<file path="config.mk">
export PLATFORM = sky130hd
export DESIGN_NAME = decode_stage_pipe
export DESIGN_NICKNAME = d
export VERILOG_FILES = /design/src/rtl/decode_stage_pipe.sv
export SDC_FILE = /design/constraint.sdc
export NUM_CORES = 1
export LEC_CHECK = 0
export BUFFER_PORTS_ARGS = -buffer_cell sky130_fd_sc_hd__buf_2
export CORE_UTILIZATION = 30
export CTS_CLUSTER_SIZE = 10
export DETAILED_ROUTE_END_ITERATION = 12
export GPL_TIMING_DRIVEN = 0
export HOLD_SLACK_MARGIN = 0.03
export PLACE_DENSITY = 0.47
export RECOVER_POWER = 100
export SYNTH_ARGS = -nofsm -noshare
export SYNTH_HDL_FRONTEND = slang
export SYNTH_SLANG_ARGS = --single-unit
</file>
<file path="constraint.sdc">
create_clock -name clk -period 1.78 [get_ports clk]
set_input_delay 0.089 -clock clk [delete_from_list [all_inputs] [get_ports clk]]
set_output_delay 0.089 -clock clk [all_outputs]
set_load 0.005 [all_outputs]
</file>
<file path="src/rtl/decode_stage_pipe.sv">
// decode_stage_pipe: registered RV32I/RV32M decode stage with a
// valid/ready handshake, 2-entry skid buffer and synchronous flush.
module decode_stage_pipe #(
   parameter int DATA_WIDTH = 32,
   parameter int ENABLE_M   = 1,
   parameter int ALU_OP_W   = 5
) (
   input  logic                  clk,
   input  logic                  rst_n,
   input  logic                  flush_i,
   input  logic                  in_valid_i,
   output logic                  in_ready_o,
   input  logic [DATA_WIDTH-1:0] instr_i,
   input  logic [DATA_WIDTH-1:0] pc_i,
   output logic                  out_valid_o,
   input  logic                  out_ready_i,
   output logic [DATA_WIDTH-1:0] pc_o,
   output logic [4:0]            rs1_addr_o,
   output logic [4:0]            rs2_addr_o,
   output logic [4:0]            rd_addr_o,
   output logic [DATA_WIDTH-1:0] imm_o,
   output logic [ALU_OP_W-1:0]   alu_op_o,
   output logic                  reg_write_en_o,
   output logic                  mem_read_o,
   output logic                  mem_write_o,
   output logic                  mem_unsigned_o,
   output logic                  branch_o,
   output logic                  jump_o,
   output logic                  jalr_o,
   output logic                  uses_rs1_o,
   output logic                  uses_rs2_o,
   output logic                  is_muldiv_o,
   output logic [1:0]            mem_size_o,
   output logic [1:0]            result_src_o,
   output logic                  illegal_o
);

   localparam logic [6:0] OPC_LUI   = 7'b0110111;
   localparam logic [6:0] OPC_AUIPC = 7'b0010111;
   localparam logic [6:0] OPC_JAL   = 7'b1101111;
   localparam logic [6:0] OPC_JALR  = 7'b1100111;
   localparam logic [6:0] OPC_BR    = 7'b1100011;
   localparam logic [6:0] OPC_LD    = 7'b0000011;
   localparam logic [6:0] OPC_ST    = 7'b0100011;
   localparam logic [6:0] OPC_OPI   = 7'b0010011;
   localparam logic [6:0] OPC_OP    = 7'b0110011;

   localparam logic [6:0] F7_BASE = 7'b0000000;
   localparam logic [6:0] F7_ALT  = 7'b0100000;
   localparam logic [6:0] F7_MUL  = 7'b0000001;

   typedef struct packed {
      logic [DATA_WIDTH-1:0] pc;
      logic [4:0]            rs1;
      logic [4:0]            rs2;
      logic [4:0]            rd;
      logic [DATA_WIDTH-1:0] imm;
      logic [ALU_OP_W-1:0]   alu_op;
      logic                  reg_write_en;
      logic                  mem_read;
      logic                  mem_write;
      logic                  mem_unsigned;
      logic                  branch;
      logic                  jump;
      logic                  jalr;
      logic                  uses_rs1;
      logic                  uses_rs2;
      logic                  is_muldiv;
      logic [1:0]            mem_size;
      logic [1:0]            result_src;
      logic                  illegal;
   } bundle_t;

   typedef enum logic [1:0] {
      S_EMPTY = 2'd0,
      S_ONE   = 2'd1,
      S_TWO   = 2'd2
   } state_t;

   state_t      r_state;
   state_t      w_state_nxt;
   bundle_t     r_main;
   bundle_t     r_skid;
   bundle_t     w_dec;
   logic        w_acc;
   logic        w_fire;
   logic        w_ld_main;
   logic        w_ld_skid;
   logic        w_main_from_skid;

   logic [31:0] w_ins;
   logic [6:0]  w_opc;
   logic [2:0]  w_f3;
   logic [6:0]  w_f7;
   logic [31:0] w_imm_i;
   logic [31:0] w_imm_s;
   logic [31:0] w_imm_b;
   logic [31:0] w_imm_u;
   logic [31:0] w_imm_j;
   logic [31:0] w_imm_sh;
   logic [31:0] w_imm32;
   logic [4:0]  w_op;
   logic        w_ill;
   logic        w_wr;

   logic        w_is_lui;
   logic        w_is_auipc;
   logic        w_is_jal;
   logic        w_is_jalr;
   logic        w_is_br;
   logic        w_is_ld;
   logic        w_is_st;
   logic        w_is_opi;
   logic        w_is_op;

   // base integer op selected by funct3; alt picks SUB/SRA
   function automatic logic [4:0] f_alu_base(
      input logic [2:0] f3,
      input logic       alt
   );
      logic [4:0] v;
      case (f3)
         3'b000:  v = alt ? 5'd1 : 5'd0;
         3'b001:  v = 5'd2;
         3'b010:  v = 5'd3;
         3'b011:  v = 5'd4;
         3'b100:  v = 5'd5;
         3'b101:  v = alt ? 5'd7 : 5'd6;
         3'b110:  v = 5'd8;
         default: v = 5'd9;
      endcase
      return v;
   endfunction

   assign w_ins = instr_i[31:0];
   assign w_opc = w_ins[6:0];
   assign w_f3  = w_ins[14:12];
   assign w_f7  = w_ins[31:25];

   assign w_imm_i  = {{20{w_ins[31]}}, w_ins[31:20]};
   assign w_imm_s  = {{20{w_ins[31]}}, w_ins[31:25], w_ins[11:7]};
   assign w_imm_b  = {{20{w_ins[31]}}, w_ins[7],
                      w_ins[30:25], w_ins[11:8], 1'b0};
   assign w_imm_u  = {w_ins[31:12], 12'b0};
   assign w_imm_j  = {{12{w_ins[31]}}, w_ins[19:12],
                      w_ins[20], w_ins[30:21], 1'b0};
   assign w_imm_sh = {27'b0, w_ins[24:20]};

   assign w_is_lui   = (w_opc == OPC_LUI);
   assign w_is_auipc = (w_opc == OPC_AUIPC);
   assign w_is_jal   = (w_opc == OPC_JAL);
   assign w_is_jalr  = (w_opc == OPC_JALR);
   assign w_is_br    = (w_opc == OPC_BR);
   assign w_is_ld    = (w_opc == OPC_LD);
   assign w_is_st    = (w_opc == OPC_ST);
   assign w_is_opi   = (w_opc == OPC_OPI);
   assign w_is_op    = (w_opc == OPC_OP);

   // combinational decode of the offered instruction
   always_comb begin
      w_dec     = '0;
      w_imm32   = '0;
      w_op      = 5'd0;
      w_ill     = 1'b0;
      w_wr      = 1'b0;
      w_dec.pc  = pc_i;
      w_dec.rs1 = w_ins[19:15];
      w_dec.rs2 = w_ins[24:20];
      w_dec.rd  = w_ins[11:7];
      unique case (1'b1)
         w_is_lui: begin
            w_wr             = 1'b1;
            w_imm32          = w_imm_u;
            w_dec.result_src = 2'b11;
         end
         w_is_auipc: begin
            w_wr    = 1'b1;
            w_imm32 = w_imm_u;
         end
         w_is_jal: begin
            w_wr             = 1'b1;
            w_dec.jump       = 1'b1;
            w_dec.result_src = 2'b10;
            w_imm32          = w_imm_j;
         end
         w_is_jalr: begin
            w_wr             = 1'b1;
            w_dec.jump       = 1'b1;
            w_dec.jalr       = 1'b1;
            w_dec.uses_rs1   = 1'b1;
            w_dec.result_src = 2'b10;
            w_imm32          = w_imm_i;
            w_ill            = (w_f3 != 3'b000);
         end
         w_is_br: begin
            w_dec.branch   = 1'b1;
            w_dec.uses_rs1 = 1'b1;
            w_dec.uses_rs2 = 1'b1;
            w_imm32        = w_imm_b;
            case (w_f3)
               3'b000:  w_op = 5'd10;
               3'b001:  w_op = 5'd11;
               3'b100:  w_op = 5'd12;
               3'b101:  w_op = 5'd13;
               3'b110:  w_op = 5'd14;
               3'b111:  w_op = 5'd15;
               default: w_ill = 1'b1;
            endcase
         end
         w_is_ld: begin
            w_wr               = 1'b1;
            w_dec.mem_read     = 1'b1;
            w_dec.uses_rs1     = 1'b1;
            w_dec.result_src   = 2'b01;
            w_dec.mem_size     = w_f3[1:0];
            w_dec.mem_unsigned = w_f3[2];
            w_imm32            = w_imm_i;
            w_ill              = (w_f3 == 3'b011) |
                                 (w_f3[2:1] == 2'b11);
         end
         w_is_st: begin
            w_dec.mem_write = 1'b1;
            w_dec.uses_rs1  = 1'b1;
            w_dec.uses_rs2  = 1'b1;
            w_dec.mem_size  = w_f3[1:0];
            w_imm32         = w_imm_s;
            w_ill           = (w_f3 >= 3'b011);
         end
         w_is_opi: begin
            w_wr           = 1'b1;
            w_dec.uses_rs1 = 1'b1;
            w_imm32        = w_imm_i;
            w_op           = f_alu_base(w_f3, 1'b0);
            if (w_f3 == 3'b001) begin
               w_imm32 = w_imm_sh;
               w_ill   = (w_f7 != F7_BASE);
            end else if (w_f3 == 3'b101) begin
               w_imm32 = w_imm_sh;
               w_op    = f_alu_base(w_f3, w_f7 == F7_ALT);
               w_ill   = (w_f7 != F7_BASE) &&
                         (w_f7 != F7_ALT);
            end
         end
         w_is_op: begin
            w_wr           = 1'b1;
            w_dec.uses_rs1 = 1'b1;
            w_dec.uses_rs2 = 1'b1;
            if (w_f7 == F7_MUL) begin
               if (ENABLE_M != 0) begin
                  w_op            = {2'b10, w_f3};
                  w_dec.is_muldiv = 1'b1;
               end else begin
                  w_ill = 1'b1;
               end
            end else if (w_f7 == F7_BASE) begin
               w_op = f_alu_base(w_f3, 1'b0);
            end else if (w_f7 == F7_ALT &&
                         (w_f3 == 3'b000 ||
                          w_f3 == 3'b101)) begin
               w_op = f_alu_base(w_f3, 1'b1);
            end else begin
               w_ill = 1'b1;
            end
         end
         default: w_ill = 1'b1;
      endcase
      w_dec.alu_op       = ALU_OP_W'(w_op);
      w_dec.imm          = {{(DATA_WIDTH-31){w_imm32[31]}},
                            w_imm32[30:0]};
      w_dec.illegal      = w_ill;
      w_dec.reg_write_en = w_wr & ~w_ill &
                           (w_dec.rd != 5'd0);
      if (w_ill) begin
         w_dec.mem_read  = 1'b0;
         w_dec.mem_write = 1'b0;
         w_dec.branch    = 1'b0;
         w_dec.jump      = 1'b0;
         w_dec.jalr      = 1'b0;
      end
   end

   assign in_ready_o  = (r_state != S_TWO);
   assign out_valid_o = (r_state != S_EMPTY);
   assign w_acc       = in_valid_i & in_ready_o;
   assign w_fire      = out_valid_o & out_ready_i;

   // buffer occupancy register
   always_ff @(posedge clk or negedge rst_n) begin
      if (!rst_n) begin
         r_state <= S_EMPTY;
      end else begin
         r_state <= w_state_nxt;
      end
   end

   // next occupancy and entry load controls; flush wins
   always_comb begin
      w_state_nxt      = r_state;
      w_ld_main        = 1'b0;
      w_ld_skid        = 1'b0;
      w_main_from_skid = 1'b0;
      if (flush_i) begin
         w_state_nxt = S_EMPTY;
      end else begin
         unique case (r_state)
            S_EMPTY: begin
               if (w_acc) begin
                  w_state_nxt = S_ONE;
                  w_ld_main   = 1'b1;
               end
            end
            S_ONE: begin
               if (w_acc && w_fire) begin
                  w_ld_main = 1'b1;
               end else if (w_acc) begin
                  w_state_nxt = S_TWO;
                  w_ld_skid   = 1'b1;
               end else if (w_fire) begin
                  w_state_nxt = S_EMPTY;
               end
            end
            S_TWO: begin
               if (w_fire) begin
                  w_state_nxt      = S_ONE;
                  w_ld_main        = 1'b1;
                  w_main_from_skid = 1'b1;
               end
            end
            default: w_state_nxt = S_EMPTY;
         endcase
      end
   end

   // main and skid payload registers
   always_ff @(posedge clk or negedge rst_n) begin
      if (!rst_n) begin
         r_main <= '0;
         r_skid <= '0;
      end else begin
         if (w_ld_main) begin
            r_main <= w_main_from_skid ? r_skid : w_dec;
         end
         if (w_ld_skid) begin
            r_skid <= w_dec;
         end
      end
   end

   assign pc_o           = r_main.pc;
   assign rs1_addr_o     = r_main.rs1;
   assign rs2_addr_o     = r_main.rs2;
   assign rd_addr_o      = r_main.rd;
   assign imm_o          = r_main.imm;
   assign alu_op_o       = r_main.alu_op;
   assign reg_write_en_o = r_main.reg_write_en;
   assign mem_read_o     = r_main.mem_read;
   assign mem_write_o    = r_main.mem_write;
   assign mem_unsigned_o = r_main.mem_unsigned;
   assign branch_o       = r_main.branch;
   assign jump_o         = r_main.jump;
   assign jalr_o         = r_main.jalr;
   assign uses_rs1_o     = r_main.uses_rs1;
   assign uses_rs2_o     = r_main.uses_rs2;
   assign is_muldiv_o    = r_main.is_muldiv;
   assign mem_size_o     = r_main.mem_size;
   assign result_src_o   = r_main.result_src;
   assign illegal_o      = r_main.illegal;

endmodule

</file>
# ---- After elaboration in Yosys (flattened, before gate mapping)
# Cells that the tools add are included.
dict set report classes {
  n_reduce_logical 21
  magnitude_cmp 1
  n_mux 54
  eq_ne 27
  n_bitwise 6
}
# operator count
set ops {}
lappend ops {{32-bit one-hot mux with 6 select lines} 1}
lappend ops {{99-bit two-way mux} 1}
lappend ops {{32-bit two-way mux} 2}
lappend ops {{4-bit one-hot mux with 7 select lines} 2}
lappend ops {{4-bit one-hot mux with 6 select lines} 2}
lappend ops {{7-bit by 6-bit == test with 1-bit output (second input constant)} 4}
lappend ops {{1-bit two-way mux} 27}
lappend ops {{5-bit two-way mux} 5}
lappend ops {{7-bit == test (second input constant)} 3}
lappend ops {{2-bit two-way mux} 8}
lappend ops {{5-bit one-hot mux with 3 select lines} 1}
lappend ops {{7-bit by 5-bit == test with 1-bit output (second input constant)} 2}
lappend ops {{3-bit == test (second input constant)} 4}
lappend ops {{2-bit one-hot mux with 3 select lines} 2}
lappend ops {{6-bit OR reduction} 2}
lappend ops {{3-bit != test (second input constant)} 3}
lappend ops {{2-bit OR reduction} 4}
lappend ops {{7-bit by 1-bit == test with 1-bit output (second input constant)} 1}
lappend ops {{7-bit by 2-bit == test with 1-bit output (second input constant)} 1}
lappend ops {{7-bit logical NOT} 1}
lappend ops {{7-bit by 6-bit != test with 1-bit output (second input constant)} 1}
lappend ops {{1-bit one-hot mux with 7 select lines} 1}
lappend ops {{7-bit nonzero test} 1}
lappend ops {{7-bit OR reduction} 1}
lappend ops {{other kinds (21)} 29}
dict set report word_totals {
  input_bits 69
  reg_bits 200
}

# ---- Depth between registers and ports, before layout
dict set report logic_depth {
  ltp_word 11
  depth_mapped 8
}

# ---- Least setup slack after synthesis
# No wires, ideal clock.
dict set report synth_path {
  path_type {reg2reg}
  from {register r_state[1]}
  to {register r_skid[40] (netlist bit)}
  path_slack_ps -157
  period_less_slack_ps 1937
  n_path_buf 2
  setup_time_ps 137
  arrival_ps 1800
  stages_incl_launch_ff 8
  cell_sequence {dfrtp_1 nor2b_1 nand2_1 or3_1 clkbuf_1 a211oi_1 clkbuf_1 a21oi_1}
}
dict set report synth_between {
  elab_chain_cells 6
}
# item line
set synth_rtl {}
lappend synth_rtl {{from (decl)} 80} ;# state_t r_state;
lappend synth_rtl {{from (signal assigned)} 292} ;# r_state <= w_state_nxt;
lappend synth_rtl {{2-bit != test / 2-bit nonzero test (equally long branches)} {282, 283}}
lappend synth_rtl {{1-bit bitwise AND, on equally long branches} {284, 285}}
lappend synth_rtl {{1-bit two-way mux / 1-bit logical AND (equally long branches)} {315, 313}}
lappend synth_rtl {{1-bit two-way mux} 313} ;# if (w_acc && w_fire) begin
lappend synth_rtl {{1-bit two-way mux *} 305} ;# unique case (r_state)
lappend synth_rtl {{1-bit two-way mux *} 302} ;# if (flush_i) begin
lappend synth_rtl {{to (signal assigned)} 344} ;# r_skid <= w_dec;
lappend synth_rtl {{to (decl)} 83} ;# bundle_t r_skid;
# Every way passes the cells marked *; elsewhere a longest branch is shown, timed or not.
# A chain may end at the register's enable or synchronous reset.

# ---- Final worst setup path
dict set report layout_path {
  from {register r_state[1]}
  to {register r_main (netlist bit imm_o[23])}
}
dict set report layout_between {
  elab_chain_cells 6
}
# item line
set layout_rtl {}
lappend layout_rtl {{2-bit != test / 2-bit nonzero test (equally long branches)} {282, 283}}
lappend layout_rtl {{1-bit bitwise AND, on equally long branches} {284, 285}}
lappend layout_rtl {{1-bit logical AND / 1-bit two-way mux (equally long branches)} {313, 323}}
lappend layout_rtl {{1-bit two-way mux, on equally long branches} {313, 305}}
lappend layout_rtl {{1-bit one-hot mux with 3 select lines / 1-bit two-way mux (equally long branches)} {305, 302}}
lappend layout_rtl {{1-bit two-way mux / 99-bit two-way mux (equally long branches)} {302, 341}}
lappend layout_rtl {{to (signal assigned)} 341} ;# r_main <= w_main_from_skid ? r_skid : w_dec;
lappend layout_rtl {{to (decl)} 82} ;# bundle_t r_main;
# Several ways; a longest one is shown, not always the timed one.

==> Implementation_results.wiki <==
{| class="wikitable"
! Metric !! Value
|-
| Tightest Hold Check Type || in -> reg
|-
| Wire length per cell || 20.1 um
|-
| WP data arrival || 2.24 ns
|-
| Number of antenna cells inserted || 0
|-
| Detailed-route vias per instance || 5.10
|-
| Area growth from synthesis to layout || 49.8%
|-
| Syn. warnings || 0
|-
| Core box area || 28900 sq um
|-
| Global route total overflow || 0
|-
| Pin count of the biggest net entering global routing || 102
|-
| Top post-synthesis cells by count || sky130_fd_sc_hd__nand2_1, sky130_fd_sc_hd__dfrtp_1, sky130_fd_sc_hd__nor2_1
|-
| RSZ-0062 raised after global routing || true
|-
| Worst-case setup slack after placement || -0.897 ns
|-
| Final cell count without fillers || 1692
|-
| Overall fraction of global-route tracks in use || 0.213
|-
| Area post-placement || 10300 sq um
|-
| Max Cap Viol || 0
|-
| Cell Chain, Critical Path || buf_6 -> nand2b_4 -> nand3b_1 -> buf_4 -> nand3_4 -> a211oi_4 -> buf_6 -> clkbuf_16 -> a21oi_2
|-
| Drc violations || 0
|-
| Router iterations before antenna repair || 4
|-
| Biggest area contributors in the synthesized netlist || sky130_fd_sc_hd__dfrtp_1, sky130_fd_sc_hd__nand2_1, sky130_fd_sc_hd__a31oi_1, sky130_fd_sc_hd__nor2_1, sky130_fd_sc_hd__a21oi_1
|-
| Synthesized net count || 1083
|-
| Clock tree from TritonCTS || done
|-
| Overall die area || 30400 sq um
|-
| Stage delay of the slowest cell on the critical path || 0.46 ns
|-
| Count of buffer and inverter cells on the critical path || 4
|-
| Power density of the placed cells || 905 nW/um^2
|-
| Most common cell in the synthesized netlist || sky130_fd_sc_hd__nand2_1
|-
| Leakage Power || 5.92 nW
|-
| Effective utilization at floorplan || 0.308
|-
| Area occupied by multi-input gates || 4310 sq um
|-
| Quantity of I/O buffers inserted on ports || 166
|-
| Placed insts || 1560
|-
| Final nets || 1370
|-
| Number of placement rows || 62
|-
| Cell area after synthesis || 8900 sq um
|-
| Library cells used by synthesis || 54
|-
| Slew at the pin closest to its max-slew limit || 0.816 ns
|-
| Register clock-pin slew on the reported worst setup and hold paths || 0.08 ns
|-
| Share of flip-flops with an asynchronous set or reset after synthesis || 1.00
|-
| Width of the chip || 174 um
|-
| Clock period minus final worst setup slack || 1.91 ns
|-
| Sequential share of the synthesized area || 0.557
|-
| Instance count of the mapped netlist || 1008
|-
| Worst setup slack after layout || -0.130 ns
|-
| Violations in the final reports || negative setup slack
|-
| Maximum number of buffers from clock root to sink || 2
|-
| Max-slew violation count || 0
|-
| Library cell contributing the largest single delay on the critical path || sky130_fd_sc_hd__dfrtp_2
|-
| Max frequency || 524 MHz
|-
| Vias in the first global route || 8186
|-
| Peak ir drop on the vdd network || 0.665 mV
|-
| Critical Setup Path Class || reg -> reg
|-
| WP data required || 2.11 ns
|-
| Number of enable-type register cells in the synthesized netlist || 0
|-
| Share of Yosys cell area claimed by the top area cell type || 0.557
|-
| Synth Flop Type || sky130_fd_sc_hd__dfrtp_1
|-
| TritonCTS sink count || 198
|-
| Relative slew margins || 0.452
|-
| Most common cell type on the critical path || sky130_fd_sc_hd__buf_6
|-
| Largest area contributor in the netlist || sky130_fd_sc_hd__dfrtp_1
|-
| Sort of element at the start of the critical path || register
|-
| Final period util || 1.07
|-
| DIE HEIGHT || 174 um
|-
| Number of inserted filler cells in the final layout || 2829
|-
| Maximum fanout along the worst path || 8
|-
| Antenna violations before repair || 0
|-
| Number of register bits inferred by synthesis || 198
|-
| Clock Latency Late Sink || 0.46 ns
|-
| Overall routed net length || 34.1 mm
|-
| Outcome || finished, violations left
|-
| TritonCTS Buffers || 17
|-
| Detailed Place HPWL || 21.8 mm
|-
| Endpoints failing hold || 0
|-
| Area used by sequential logic in the layout || 4960 sq um
|-
| Gpl congestion || 0.894
|-
| DRT antenna net count || 0
|-
| Sort of element at the end of the critical path || register
|-
| Wire length of the first global-routing pass || 48.9 mm
|-
| Design Area, Final || 13300 sq um
|-
| Setup violation total in the final timing report || 76
|-
| Clock Tree Root || sky130_fd_sc_hd__clkbuf_16
|-
| Number of H-tree levels || 4
|-
| Layout cell share with drive strength beyond 1 || 0.292
|-
| Utilization after layout || 0.461
|-
| Worst hold slack after final layout || 0.0744 ns
|-
| Ports || 170
|-
| Number of DRC markers after the initial detailed-route iteration || 644
|-
| Top Family by Delay on Critical Path || buffers and inverters
|-
| Number of vias after detailed routing || 8631
|-
| Average cell area after synthesis || 8.83 sq um
|-
| Worst clock skew on the final layout || 0.0160 ns
|}
## worst register-to-register path, delay by kind of cell (launching register included)
kind	cells	cell delay [ns]
AND/OR/NAND/NOR	3	0.43
flip-flops	1	0.46
buffers and inverters	4	0.59
AO/OA/AOI/OAI	2	0.32
## per-stage QoR
| step | power [mW] | TNS [ns] |
|---|---|---|
| finish | 12.1 | -4.57 |
| global route | 12.7 | -11.52 |
| CTS | 11.9 | -3.77 |
| detailed placement | 7.59 | -116.22 |
| global placement | 7.55 | -757.20 |
| floorplan | 6.64 | -1.89 |
## cells by family (layout without fill, tap and decap cells)
group,after synthesis,after routing,synth area share
compound gates,246,246,0.174
xor+xnor,1,1,0.000984
fa+ha+maj,6,6,0.00843
buf+inv,80,380,0.0343
flops,198,198,0.557
mux,2,2,0.00239
simple gates,475,475,0.223
## layout by cell type (no fill, tap or decap), types with 5 or more instances in the layout
master / n
sky130_fd_sc_hd__a211oi_4: 5
sky130_fd_sc_hd__a21o_1: 10
sky130_fd_sc_hd__a21oi_1: 29
sky130_fd_sc_hd__a21oi_2: 24
sky130_fd_sc_hd__a22o_1: 6
sky130_fd_sc_hd__a22oi_1: 10
sky130_fd_sc_hd__a22oi_2: 10
sky130_fd_sc_hd__a31oi_1: 61
sky130_fd_sc_hd__buf_12: 17
sky130_fd_sc_hd__buf_2: 112
sky130_fd_sc_hd__buf_4: 21
sky130_fd_sc_hd__buf_6: 17
sky130_fd_sc_hd__buf_8: 21
sky130_fd_sc_hd__clkbuf_1: 66
sky130_fd_sc_hd__clkbuf_16: 35
sky130_fd_sc_hd__clkbuf_2: 6
sky130_fd_sc_hd__dfrtp_1: 197
sky130_fd_sc_hd__dlygate4sd3_1: 55
sky130_fd_sc_hd__ha_1: 6
sky130_fd_sc_hd__inv_1: 7
sky130_fd_sc_hd__inv_8: 5
sky130_fd_sc_hd__nand2_1: 268
sky130_fd_sc_hd__nand2_2: 33
sky130_fd_sc_hd__nand2_4: 6
sky130_fd_sc_hd__nand3_1: 9
sky130_fd_sc_hd__nor2_1: 91
sky130_fd_sc_hd__nor2_4: 8
sky130_fd_sc_hd__nor3_1: 8
sky130_fd_sc_hd__o21ai_0: 16
sky130_fd_sc_hd__o21ai_1: 15
sky130_fd_sc_hd__o22ai_1: 25
## flip-flops by register name, indices dropped and copies added, names as in the netlist, 5 cells and up
signal,flops
alu_op_o,5
imm_o,32
pc_o,32
r_skid,98
rd_addr_o,5
rs1_addr_o,5
rs2_addr_o,5
## report_power, final
part           internal (mW)  switching (mW)
Clock                   1.95            2.10
Combinational           1.07            1.24
Sequential              5.25           0.463
## routing by layer
layer	vias up	wire [um]	share of wire	global-route usage
li1	4068	-	-	-
met1	4280	15500	0.45	0.299
met2	249	16200	0.47	0.338
met3	34	1920	0.056	0.0427
met4	0	535	0.016	0.0453
met5	-	0	0	0
## final timing paths
check	startpoint	end	slack, ns	cells after the start
worst max-delay path	r_state[1]	imm_o[23]	-0.13	9
worst min-delay path	instr_i[31]	r_skid[31]	0.07	3
worst max register to register	r_state[1]	imm_o[23]	-0.13	9
worst min register to register	r_skid[91]	r_skid[91]	0.47	2
max in group asynchronous	rst_n	pc_o[19]	0.49	3
min in group asynchronous	rst_n	r_skid[28]	0.28	2
## timing repair
action / CTS / global route
hold buffers: 55 / 0
gates cloned: 4 / 16
gates resized for setup: 144 / 272
setup endpoints to repair: 196 / 194
setup buffers: 16 / 18
pin swaps: 4 / 82
hold endpoints to repair: 237 / 0
## area by class of cell
cell class                 count  area share
buffer                        67      0.0596
clock buffer                  17      0.0319
timing repair buffer         274       0.162
multi-input combinational    730       0.323
sequential                   198       0.372
clock inverter                15      0.0142
inverter                       7     0.00197
tap                          384      0.0360
Power figures use the tool's default switching activity.
